$ cat config.mk
export PLATFORM = sky130hd
export DESIGN_NAME = rps_dut
export DESIGN_NICKNAME = d
export VERILOG_FILES = /design/src/rtl/rps_pkg.sv /design/src/rtl/rps_if.sv /design/src/rtl/rps_judge.sv /design/src/rtl/rps_dut.sv
export SDC_FILE = /design/constraint.sdc
export NUM_CORES = 1
export LEC_CHECK = 0
export BUFFER_PORTS_ARGS = -buffer_cell sky130_fd_sc_hd__buf_2
export CAP_MARGIN = 25
export CORE_AREA = 2 2 65 67
export DETAILED_ROUTE_END_ITERATION = 10
export DIE_AREA = 0 0 67 69
export PLACE_DENSITY = 0.6
export SLEW_MARGIN = 15
export SYNTH_ARGS = -nofsm -noshare
export SYNTH_HDL_FRONTEND = slang
export SYNTH_SLANG_ARGS = --single-unit
$ cat constraint.sdc
create_clock -name clk -period 2.4 [get_ports clk]
set_input_delay 0.12 -clock clk [delete_from_list [all_inputs] [get_ports clk]]
set_output_delay 0.12 -clock clk [all_outputs]
set_load 0.01 [all_outputs]
$ cat src/rtl/rps_pkg.sv
// rtl/rps_pkg.sv - shared types and choice decode for the rock/paper/scissors judge
// Purpose: choice, result and FSM state enums plus the one-hot r/p/s decode
// applied when a player's submission is latched.
// Ports: none (package).
package rps_pkg;

  // NONE marks "nothing latched yet"; ILLEGAL is any r/p/s pattern that is not one-hot.
  typedef enum logic [2:0] {
    NONE     = 3'd0,
    ROCK     = 3'd1,
    PAPER    = 3'd2,
    SCISSORS = 3'd3,
    ILLEGAL  = 3'd4
  } choice_t;

  typedef enum logic [1:0] {
    DRAW      = 2'd0,
    P1_WINS   = 2'd1,
    P2_WINS   = 2'd2,
    NO_RESULT = 2'd3
  } result_t;

  typedef enum logic [1:0] {
    IDLE    = 2'd0,
    COLLECT = 2'd1,
    JUDGE   = 2'd2,
    HOLD    = 2'd3
  } state_t;

  function automatic choice_t decode_choice(input logic r, input logic p, input logic s);
    choice_t c;
    case ({r, p, s})
      3'b100:  c = ROCK;
      3'b010:  c = PAPER;
      3'b001:  c = SCISSORS;
      default: c = ILLEGAL;
    endcase
    return c;
  endfunction

endpackage

$ cat src/rtl/rps_if.sv
// rtl/rps_if.sv - judge channel between the round FSM and the combinational judge
// Ports (modports):
//   master: drives c1/c2 (latched choices), reads result
//   slave : reads c1/c2, drives result
interface rps_if;
  import rps_pkg::*;

  choice_t c1;
  choice_t c2;
  result_t result;

  modport master (output c1, output c2, input result);
  modport slave  (input c1, input c2, output result);

endinterface

$ cat src/rtl/rps_judge.sv
// rtl/rps_judge.sv - combinational mapping of two latched choices to a round result
// Ports:
//   jif (rps_if.slave): c1/c2 choices in, result out
module rps_judge
  import rps_pkg::*;
(
  rps_if.slave jif
);

  function automatic logic beats(input choice_t a, input choice_t b);
    return (a == ROCK     && b == SCISSORS) ||
           (a == SCISSORS && b == PAPER)    ||
           (a == PAPER    && b == ROCK);
  endfunction

  always_comb begin
    jif.result = NO_RESULT;
    if (jif.c1 == NONE || jif.c2 == NONE) begin
      jif.result = NO_RESULT;
    end else if (jif.c1 == ILLEGAL && jif.c2 == ILLEGAL) begin
      jif.result = NO_RESULT;
    end else if (jif.c1 == ILLEGAL) begin
      jif.result = P2_WINS;
    end else if (jif.c2 == ILLEGAL) begin
      jif.result = P1_WINS;
    end else if (jif.c1 == jif.c2) begin
      jif.result = DRAW;
    end else if (beats(jif.c1, jif.c2)) begin
      jif.result = P1_WINS;
    end else begin
      jif.result = P2_WINS;
    end
  end

endmodule

$ cat src/rtl/rps_dut.sv
// rtl/rps_dut.sv - rock/paper/scissors round FSM with saturating score counters
// Ports:
//   clk, rst          : clock, synchronous active-high reset
//   r1/p1/s1, go1     : player-1 choice and submit strobe
//   r2/p2/s2, go2     : player-2 choice and submit strobe
//   score1, score2    : registered, saturating win counts
//   dut_busy          : high while a round is judged/held (JUDGE and HOLD)
module rps_dut
  import rps_pkg::*;
#(
  parameter int unsigned SCORE_W     = 8,
  parameter int unsigned BUSY_CYCLES = 3
) (
  input  logic               clk,
  input  logic               rst,
  input  logic               r1,
  input  logic               p1,
  input  logic               s1,
  input  logic               r2,
  input  logic               p2,
  input  logic               s2,
  input  logic               go1,
  input  logic               go2,
  output logic [SCORE_W-1:0] score1,
  output logic [SCORE_W-1:0] score2,
  output logic               dut_busy
);

  localparam int unsigned        CNT_W     = $clog2(BUSY_CYCLES);
  // HOLD counts down from here to zero, giving BUSY_CYCLES-1 HOLD cycles.
  localparam logic [CNT_W-1:0]   HOLD_LAST = CNT_W'(BUSY_CYCLES - 2);
  localparam logic [SCORE_W-1:0] SCORE_MAX = '1;

  state_t             state_q, state_d;
  choice_t            c1_q, c1_d, c2_q, c2_d;
  logic               sub1_q, sub1_d, sub2_q, sub2_d;
  logic [CNT_W-1:0]   cnt_q, cnt_d;
  logic [SCORE_W-1:0] score1_q, score1_d, score2_q, score2_d;
  result_t            result;

  rps_if u_jif ();
  assign u_jif.c1 = c1_q;
  assign u_jif.c2 = c2_q;
  assign result   = u_jif.result;

  rps_judge u_judge (.jif(u_jif));

  always_comb begin
    state_d  = state_q;
    c1_d     = c1_q;
    c2_d     = c2_q;
    sub1_d   = sub1_q;
    sub2_d   = sub2_q;
    cnt_d    = cnt_q;
    score1_d = score1_q;
    score2_d = score2_q;
    case (state_q)
      // IDLE always has both flags clear, so it shares COLLECT's logic:
      // only a player not yet submitted may latch, so repeats are dropped.
      IDLE, COLLECT: begin
        if (go1 && !sub1_q) begin
          c1_d   = decode_choice(r1, p1, s1);
          sub1_d = 1'b1;
        end
        if (go2 && !sub2_q) begin
          c2_d   = decode_choice(r2, p2, s2);
          sub2_d = 1'b1;
        end
        if (sub1_d && sub2_d) begin
          state_d = JUDGE;
        end else if (sub1_d || sub2_d) begin
          state_d = COLLECT;
        end
      end
      JUDGE: begin
        state_d = HOLD;
        cnt_d   = HOLD_LAST;
        if (result == P1_WINS && score1_q != SCORE_MAX) begin
          score1_d = score1_q + SCORE_W'(1);
        end
        if (result == P2_WINS && score2_q != SCORE_MAX) begin
          score2_d = score2_q + SCORE_W'(1);
        end
      end
      HOLD: begin
        if (cnt_q == '0) begin
          state_d = IDLE;
          sub1_d  = 1'b0;
          sub2_d  = 1'b0;
          c1_d    = NONE;
          c2_d    = NONE;
        end else begin
          cnt_d = cnt_q - CNT_W'(1);
        end
      end
      default: state_d = IDLE;
    endcase
  end

  always_ff @(posedge clk) begin
    if (rst) begin
      state_q  <= IDLE;
      c1_q     <= NONE;
      c2_q     <= NONE;
      sub1_q   <= 1'b0;
      sub2_q   <= 1'b0;
      cnt_q    <= '0;
      score1_q <= '0;
      score2_q <= '0;
    end else begin
      state_q  <= state_d;
      c1_q     <= c1_d;
      c2_q     <= c2_d;
      sub1_q   <= sub1_d;
      sub2_q   <= sub2_d;
      cnt_q    <= cnt_d;
      score1_q <= score1_d;
      score2_q <= score2_d;
    end
  end

  assign score1   = score1_q;
  assign score2   = score2_q;
  assign dut_busy = (state_q == JUDGE) || (state_q == HOLD);

endmodule

* Word level (Yosys, flattened, before mapping)
Index checks and enable logic that the tools add are counted.
** Storage, ports and cells
- Word-level logic and storage cells :: 94
- Register bits :: 28
** Cells by class
- $add $sub $neg :: 3
- Equality and inequality tests :: 27
- Mux-type cells :: 26
- Reductions and logical operators :: 30
** Operators by type and width (count)
- $mux 2 :: 10
- $eq 3x2->1 const B :: 6
- $pmux 3 s3 :: 2
- $add 8x1->8 const B :: 2
- $ne 8x8->1 const B :: 2
- $eq 3x1->1 const B :: 4
- $eq 3x3->1 const B :: 4
- $pmux 3 s2 :: 2
- $reduce_and 2->1 :: 5
- $logic_and 1x1->1 :: 9
- $mux 3 :: 3
- $ne 2x2->1 const B :: 4
- $eq 2x2->1 const B :: 3
- $logic_not 3->1 :: 2
- $pmux 2 s3 :: 1
- $reduce_and 3->1 :: 2
- $logic_or 1x1->1 :: 5
- $mux 1 :: 5
- $eq 2x1->1 const B :: 2
- $logic_not 2->1 :: 2
- $pmux 1 s2 :: 2
- $pmux 2 s2 :: 1
- $reduce_bool 2->1 :: 2
- $eq 3x3->1 :: 1
- 4 further kinds :: 5

* Depth between registers and ports, before layout
Gate-level depths: netlist (run 1).
- Depth in word-level cells :: 13
- Depth in mapped cells :: 8

* Cells and area by module
A second synthesis (run 1) with hierarchy kept.
** Second synthesis, totals
- Cell total of the unflattened synthesis :: 170
- Area total of the unflattened synthesis :: 1516.5 µm²
** Modules (own cells, without submodules)
- rps_dut :: area each 1377.6 µm², cells an instance 150, instances 1, sequential area each 560.5 µm²
- rps_judge :: area each 138.9 µm², cells an instance 20, instances 1, sequential area each 0.0 µm²

* Worst setup path before layout (run 1)
No wires, ideal clock.
- Path type :: flip-flop to flip-flop
- From :: register c2_q[1]
- To :: register score2_q[7] (netlist: score2[7])
- Period minus slack after synthesis :: 2294 ps
- Setup time :: 70 ps
- Buffers on the path :: 2
- Arrival time :: 2224 ps
- Slack :: 106 ps
- Required time :: 2330 ps
- Cell stages (with the launch flop) :: 9
- Cell sequence :: dfxtp_1 buf_6 and3_1 o21a_1 o311a_1 or4_4 buf_6 or3_1 a21oi_1
** On the way
- Cells in the longest elaborated chain, start to end :: 13
- Elaborated cells between the ends (all ways) :: 22
- Classes of those cells :: eq/ne: 6; mux: 6; reduce/logical: 10
** Ends and longest elaborated chain
- start: declaration :: line rps_dut.sv:35 : choice_t c1_q, c1_d, c2_q, c2_d;
- start signal: assignment :: line rps_dut.sv:104 : c2_q <= NONE;
- start signal: assignment :: line rps_dut.sv:113 : c2_q <= c2_d;
- $eq 3x2->1, on equally long branches :: line rps_judge.sv:11, rps_judge.sv:12
- $logic_and 1x1->1, on equally long branches :: line rps_judge.sv:11, rps_judge.sv:12
- $logic_or 1x1->1 :: line rps_judge.sv:11 : return (a == ROCK && b == SCISSORS) ||
- $logic_or 1x1->1 :: line rps_judge.sv:12 : (a == SCISSORS && b == PAPER) ||
- $mux 2 :: line rps_judge.sv:28 : end else if (beats(jif.c1, jif.c2)) begin
- $mux 2 :: line rps_judge.sv:26 : end else if (jif.c1 == jif.c2) begin
- $mux 2 :: line rps_judge.sv:24 : end else if (jif.c2 == ILLEGAL) begin
- $mux 2 :: line rps_judge.sv:22 : end else if (jif.c1 == ILLEGAL) begin
- $mux 2 :: line rps_judge.sv:20 : end else if (jif.c1 == ILLEGAL && jif.c2 == ILLEGAL) begin
- $mux 2 * :: line rps_judge.sv:18 : if (jif.c1 == NONE || jif.c2 == NONE) begin
- $eq 2x2->1 * :: line rps_dut.sv:81 : if (result == P2_WINS && score2_q != SCORE_MAX) begin
- $logic_and 1x1->1 * :: line rps_dut.sv:81
- $reduce_and 2->1 (no source line) *
- end signal: assignment :: line rps_dut.sv:118 : score2_q <= score2_d;
- end: declaration :: line rps_dut.sv:38 : logic [SCORE_W-1:0] score1_q, score1_d, score2_q, score2_d;
Mark *: on every way between the ends. The rest lies on a longest branch, timed or not.
A chain may end at the register's enable or synchronous reset.

* Worst setup path in the final report (run 1)
- From :: register c1_q[1]
- To :: register score2_q[7] (netlist: score2[7])
** On the way
- Cells in the longest elaborated chain, start to end :: 13
- Elaborated cells between the ends (all ways) :: 22
- Classes of those cells :: eq/ne: 6; mux: 6; reduce/logical: 10
** Ends and longest elaborated chain
- start: declaration :: line rps_dut.sv:35
- start signal: assignment :: line rps_dut.sv:103 : c1_q <= NONE;
- start signal: assignment :: line rps_dut.sv:112 : c1_q <= c1_d;
- $eq 3x1->1 or $eq 3x2->1 (tied branches) :: line rps_judge.sv:11, rps_judge.sv:12
- $logic_and 1x1->1, on equally long branches :: line rps_judge.sv:11, rps_judge.sv:12
- $logic_or 1x1->1 :: line rps_judge.sv:11
- $logic_or 1x1->1 :: line rps_judge.sv:12
- $mux 2 :: line rps_judge.sv:28
- $mux 2 :: line rps_judge.sv:26
- $mux 2 :: line rps_judge.sv:24
- $mux 2 :: line rps_judge.sv:22
- $mux 2 :: line rps_judge.sv:20
- $mux 2 * :: line rps_judge.sv:18
- $eq 2x2->1 * :: line rps_dut.sv:81
- $logic_and 1x1->1 * :: line rps_dut.sv:81
- $reduce_and 2->1 (no source line) *
Marks and branches as above.

==> results.sh, run 1 <==
export IMPL_synthAdderAreaFrac_pct=2.53
export IMPL_synth_edf_count=0
export IMPL_totalWireLength_um=2970
export IMPL_numCtsBuffers=3
export IMPL_ys_seq_area_share_pct=37.7
export IMPL_synthSimpleGateAreaFrac_pct=28.1
export IMPL_viasPerCell=5.24
export IMPL_async_flop_share_pct=0
export IMPL_synth_top_family_by_area="simple AND/OR/NAND/NOR gates"
export IMPL_coreArea_mm2=0.00391
export IMPL_period_share_pct=94.1
export IMPL_syn_inst=185
export IMPL_end_kind="flip-flop"
export IMPL_grt_setup_unrepaired="false"
export IMPL_synth_top_area_share_pct=37.7
export IMPL_io_pins=27
export IMPL_die_area_mm2=0.00462
export IMPL_drt_iter0_drc=62
export IMPL_initial_core_util_pct=38.0
export IMPL_ys_seq_elements=28
export IMPL_worstPathArrival_ns=2.47
export IMPL_first_pass_iters=4
export IMPL_ir_drop_v=0.000406
export IMPL_relSlewSlack_pct=65.1
export IMPL_synth_common_cells="dfxtp_1 (28), a21oi_1 (22), nor2_1 (19), o21ai_0 (15)"
export IMPL_fmax_mhz=443
export IMPL_synth_area_mm2=0.00149
export IMPL_die_w_um=67
export IMPL_startpoint_type="flip-flop"
export IMPL_path_max_fanout=14
export IMPL_vias=1358
export IMPL_finalCriticalPeriod_ns=2.26
export IMPL_n_antenna_cell=0
export IMPL_grt_ovfl_total=0
export IMPL_clockBufferDepth=2
export IMPL_num_fill_cells=419
export IMPL_syn_area_per_cell_um2=8.03
export IMPL_finalSetupTns_ns=0
export IMPL_synthFlopType="dfxtp_1"
export IMPL_grtUsageTotal_pct=13.8
export IMPL_pre_cts_ws_ns=0.110
export IMPL_clock_skew_final_ns=0.00333
export IMPL_yosys_mux_area_fraction_pct=2.02
export IMPL_crit_type="flip-flop to flip-flop"
export IMPL_clk_latency_ns=0.28
export IMPL_slew_viol_final=0
export IMPL_synth_largest_area_cell="dfxtp_1"
export IMPL_seqCellArea_um2=561
export IMPL_power_leakage_uw=0.000650
export IMPL_cts_root_buf="clkbuf_8"
export IMPL_drv_cap=0
export IMPL_fin_nets=223
export IMPL_antenna_found_initial=0
export IMPL_areaGrowthSynthToFinish_pct=14.4
export IMPL_grt_pass1_wl_um=5150
export IMPL_finalHoldViolCount=0
export IMPL_synth_cell_types=38
export IMPL_setup_slack_ns=0.142
export IMPL_setup_viol=0
export IMPL_drtAntennaViolNets=0
export IMPL_cts_tree="built"
export IMPL_drive_gt1_share_pct=19.6
export IMPL_multi_input_area_um2=832
export IMPL_worstPathRequired_ns=2.61
export IMPL_drc=0
export IMPL_hold_path_class="primary input to flip-flop"
export IMPL_wire_per_inst_um=11.5
export IMPL_synth_net_count=198
export IMPL_synthXorXnorAreaFrac_pct=2.36
export IMPL_rows=23
export IMPL_htree_levels=1
export IMPL_grt_pass1_vias=1189
export IMPL_ys_top_cells_by_area="dfxtp_1 (38%), a21oi_1 (7.4%), o21ai_0 (5.1%)"
export IMPL_synth_most_common_cell="dfxtp_1"
export IMPL_post_cts_resized=0
export IMPL_p_per_area_mw_per_mm2=537
export IMPL_ys_warn_count=0
export IMPL_numPortBuffers=26
export IMPL_grt_max_degree=29
export IMPL_synth_compound_area_share_pct=21.0
export IMPL_dp_hpwl_um=2080
export IMPL_clkTransAtPathRegs_ns=0.10
export IMPL_gp_congestion=0.719
export IMPL_cts_sinks=28
export IMPL_die_y_um=69
export IMPL_status="completed"
export IMPL_worst_pin_slew_ns=0.523
==> timing repair <==
action | CTS | global route
hold buffers | 0 | 0
buffers inserted | 0 | 1
endpoints found under the setup margin | 0 | 5
==> stage by stage <==
stage | cell area (um2) | power [uW] | utilization (%) | std cells | hold slack [ns]
floorplan | 1490 | 598 | - | 185 | 0.345
global placement | 1640 | 626 | 41.8 | 254 | 0.473
detailed placement | 1640 | 626 | 41.8 | 254 | 0.487
CTS | 1690 | 926 | 43.3 | 258 | 0.194
global route | 1700 | 966 | 43.4 | 259 | 0.208
finish | 1700 | 914 | 43.4 | 259 | 0.203
==> worst paths after layout <==
check	endpoint	startpoint	cells after the start	slack, ns
worst min-delay path	c2_q[2]$_SDFFE_PP0P_	p2	3	0.20
worst max register to register	score2[7]$_SDFFE_PP0P_	c1_q[1]$_SDFFE_PP0P_	6	0.14
worst min register to register	cnt_q[1]$_SDFFE_PP0P_	cnt_q[1]$_SDFFE_PP0P_	2	0.50
worst max-delay path	score2[7]$_SDFFE_PP0P_	c1_q[1]$_SDFFE_PP0P_	6	0.14
==> critical path, cell delays in order (launching register included) <==
cell and delay (ns):
dfxtp_1 0.39, and3_1 0.18, o21a_1 0.18, o311a_1 0.35
or4_4 0.57, or3_1 0.37, a21oi_1 0.15
==> power breakdown <==
group / switching, uW / total, uW / internal [uW]
clock network: 152 / 299 / 147
registers: 19.2 / 500 / 481
logic: 63.2 / 115 / 51.7
total: 235 / 914 / 679
==> layer usage <==
layer  GRT usage (%)  vias up  part of all wire, %
met5               0        -                    0
met4            3.40        0                 0.51
met3            3.43        2                  2.5
met2            22.1       12                   47
met1            18.4      633                   50
li1                -      711                    -
==> cell type report <==
cell class | instances | area share [%]
multi-input combinational | 140 | 48.9
timing repair buffer | 31 | 9.86
clock buffer | 4 | 3.24
inverter | 6 | 1.32
sequential | 28 | 33.0
tap | 50 | 3.68
==> cells in the final DEF, fill, tap and decap left out, types with 6 or more instances in the layout <==
master / n
o21ai_0: 15
nand2_1: 9
buf_2: 26
or3_1: 10
dfxtp_1: 28
nor2_1: 19
inv_1: 6
nand3_1: 10
a21oi_1: 22
==> state kept, by name, indices dropped and copies added, names as in the netlist <==
name     cells
c2_q         3
sub2_q       1
score2       8
cnt_q        2
state_q      2
sub1_q       1
score1       8
c1_q         3
==> cell families (layout without fill, tap and decap cells) <==
logic type,after synthesis,after routing
AOI/OAI and AO/OA,53,53
xor gates and xnor gates,4,4
adders and majority gates,3,3
buffers and inverters,17,41
DFF,28,28
muxes,3,3
and+or+nand+nor,77,77
Power figures use the tool's default switching activity.
==> inputs of run 2 (changes only) <==
--- a/config.mk
+++ b/config.mk
@@ -10,7 +10,7 @@
 export CORE_AREA = 2 2 65 67
 export DETAILED_ROUTE_END_ITERATION = 10
 export DIE_AREA = 0 0 67 69
-export PLACE_DENSITY = 0.6
+export PLACE_DENSITY = 0.69
 export SLEW_MARGIN = 15
 export SYNTH_ARGS = -nofsm -noshare
 export SYNTH_HDL_FRONTEND = slang
==> run 2 against run 1 <==
Against the previous run: cell count is 0.77% lower; clock skew is 0.0033 ns higher; total power is 8.7% higher; sequential cell count stayed put; critical path depth stayed put; clock power is 27% higher; routed wire length is 1.2% lower; first-iteration DRC count is 31% lower.
==> results.sh, run 2 (same netlist as run 1, synthesis figures left out) <==
export IMPL_n_antenna_cell=0
export IMPL_path_max_fanout=14
export IMPL_layout_commonest_cell="dfxtp_1"
export IMPL_setup_viol=0
export IMPL_crit_type="flip-flop to flip-flop"
export IMPL_viasPerCell=5.35
export IMPL_period_share_pct=92.8
export IMPL_slew_viol_final=0
export IMPL_rows=23
export IMPL_grt_pass1_wl_um=5350
export IMPL_cts_tree="built"
export IMPL_grt_setup_unrepaired="false"
export IMPL_grt_ovfl_total=0
export IMPL_status="completed"
export IMPL_numPortBuffers=26
export IMPL_die_area_mm2=0.00462
export IMPL_p_switching_uw=239
export IMPL_clk_latency_ns=0.28
export IMPL_gp_congestion=0.719
export IMPL_areaGrowthSynthToFinish_pct=14.6
export IMPL_antenna_found_initial=0
export IMPL_grt_pass1_vias=1222
export IMPL_relSlewSlack_pct=64.8
export IMPL_initial_core_util_pct=38.0
export IMPL_crit_chain="and3_1 > o21a_1 > o311a_1 > or4_4 > or3_1 > a21oi_1"
export IMPL_first_pass_iters=4
export IMPL_num_fill_cells=435
export IMPL_post_cts_resized=0
export IMPL_post_cts_buffers=0
export IMPL_cts_sinks=28
export IMPL_grtUsageTotal_pct=14.0
export IMPL_drv_cap=0
export IMPL_drc=0
export IMPL_die_y_um=69
export IMPL_finalSetupTns_ns=0
export IMPL_totalWireLength_um=2930
export IMPL_drive_gt1_share_pct=19.3
export IMPL_vias=1375
export IMPL_p_per_area_mw_per_mm2=583
export IMPL_dp_hpwl_um=2090
export IMPL_drt_iter0_drc=43
export IMPL_power_leakage_uw=0.000648
export IMPL_clockBufferDepth=2
export IMPL_numCtsBuffers=3
export IMPL_cts_root_buf="clkbuf_8"
export IMPL_fmax_mhz=449
export IMPL_worstPathRequired_ns=2.62
export IMPL_fin_nets=221
export IMPL_finalCriticalPeriod_ns=2.23
export IMPL_pre_cts_ws_ns=0.139
export IMPL_cpPeakStageDelay_ns=0.62
export IMPL_power_frac_comb_pct=11.0
export IMPL_ir_drop_v=0.000381
export IMPL_cp_slowest_cell="or4_4"
export IMPL_intPower_uw=754
export IMPL_seq_power_share_pct=50.7
export IMPL_htree_levels=1
export IMPL_swShare_pct=24.1
export IMPL_holdBufCountCts=0
export IMPL_startpoint_type="flip-flop"
export IMPL_coreArea_mm2=0.00391
export IMPL_hold_path_class="primary input to flip-flop"
export IMPL_clkPwrFrac_pct=38.3
export IMPL_layout_common_cells="dfxtp_1 (27), buf_2 (26), a21oi_1 (22)"
export IMPL_end_kind="flip-flop"
export IMPL_die_w_um=67
export IMPL_io_pins=27
export IMPL_drtAntennaViolNets=0
export IMPL_clkTransAtPathRegs_ns=0.10
export IMPL_worstPathArrival_ns=2.45
export IMPL_wire_per_inst_um=11.4
export IMPL_worst_pin_slew_ns=0.528
export IMPL_clock_skew_final_ns=0.00667
export IMPL_finalHoldViolCount=0
export IMPL_grt_max_degree=29
export IMPL_setup_slack_ns=0.173
[run 2: power by group through the flow]
stage,logic [uW],registers (uW),clock network (uW)
2_1_floorplan,96.0,502,0
3_3_place_gp,108,514,0
3_5_place_dp,109,514,0
4_1_cts,109,504,388
5_1_grt,126,509,400
6_report,109,504,381
[run 2: critical path, delay by kind of cell (launching register included)]
kind            cells  cell delay (ns)
compound gates      3             0.67
simple gates        3             1.14
flops               1             0.37
[run 2: area by class of cell]
| type | count | area (um2) | area share (%) |
|---|---|---|---|
| Multi-Input combinational cell | 140 | 832 | 48.9 |
| Sequential cell | 28 | 562 | 33.0 |
| Timing Repair Buffer | 29 | 153 | 8.96 |
| Tap cell | 50 | 62.6 | 3.67 |
| Clock buffer | 3 | 41.3 | 2.42 |
| Clock inverter | 1 | 30.0 | 1.76 |
| Inverter | 6 | 22.5 | 1.32 |
[run 2: per-layer routing]
metal	up-vias	GRT usage, %	routed length [um]
met5	-	0	0
met4	0	3.40	35
met3	5	2.45	105
met2	26	21.3	1330
met1	632	20.4	1470
li1	712	-	-
[run 2: stage by stage]
step / utilization (%) / hold WS [ns] / total power (uW) / instances / instance area [um2]
floorplan: - / 0.345 / 598 / 185 / 1490
global route: 43.5 / 0.233 / 1030 / 257 / 1700
CTS: 43.5 / 0.201 / 1000 / 257 / 1700
finish: 43.5 / 0.203 / 993 / 257 / 1700
detailed placement: 41.7 / 0.489 / 623 / 253 / 1630
global placement: 41.7 / 0.471 / 622 / 253 / 1630
[run 2: path summary, 6_finish.rpt]
| check | start | end | slack (ns) | depth (start not counted) |
|---|---|---|---|---|
| worst max-delay path | c1_q[1]$_SDFFE_PP0P_ | score2[5]$_SDFFE_PP0P_ | 0.17 | 6 |
| worst min-delay path | r1 | c1_q[2]$_SDFFE_PP0P_ | 0.20 | 3 |
| worst max register to register | c1_q[1]$_SDFFE_PP0P_ | score2[5]$_SDFFE_PP0P_ | 0.17 | 6 |
| worst min register to register | cnt_q[1]$_SDFFE_PP0P_ | cnt_q[1]$_SDFFE_PP0P_ | 0.50 | 2 |
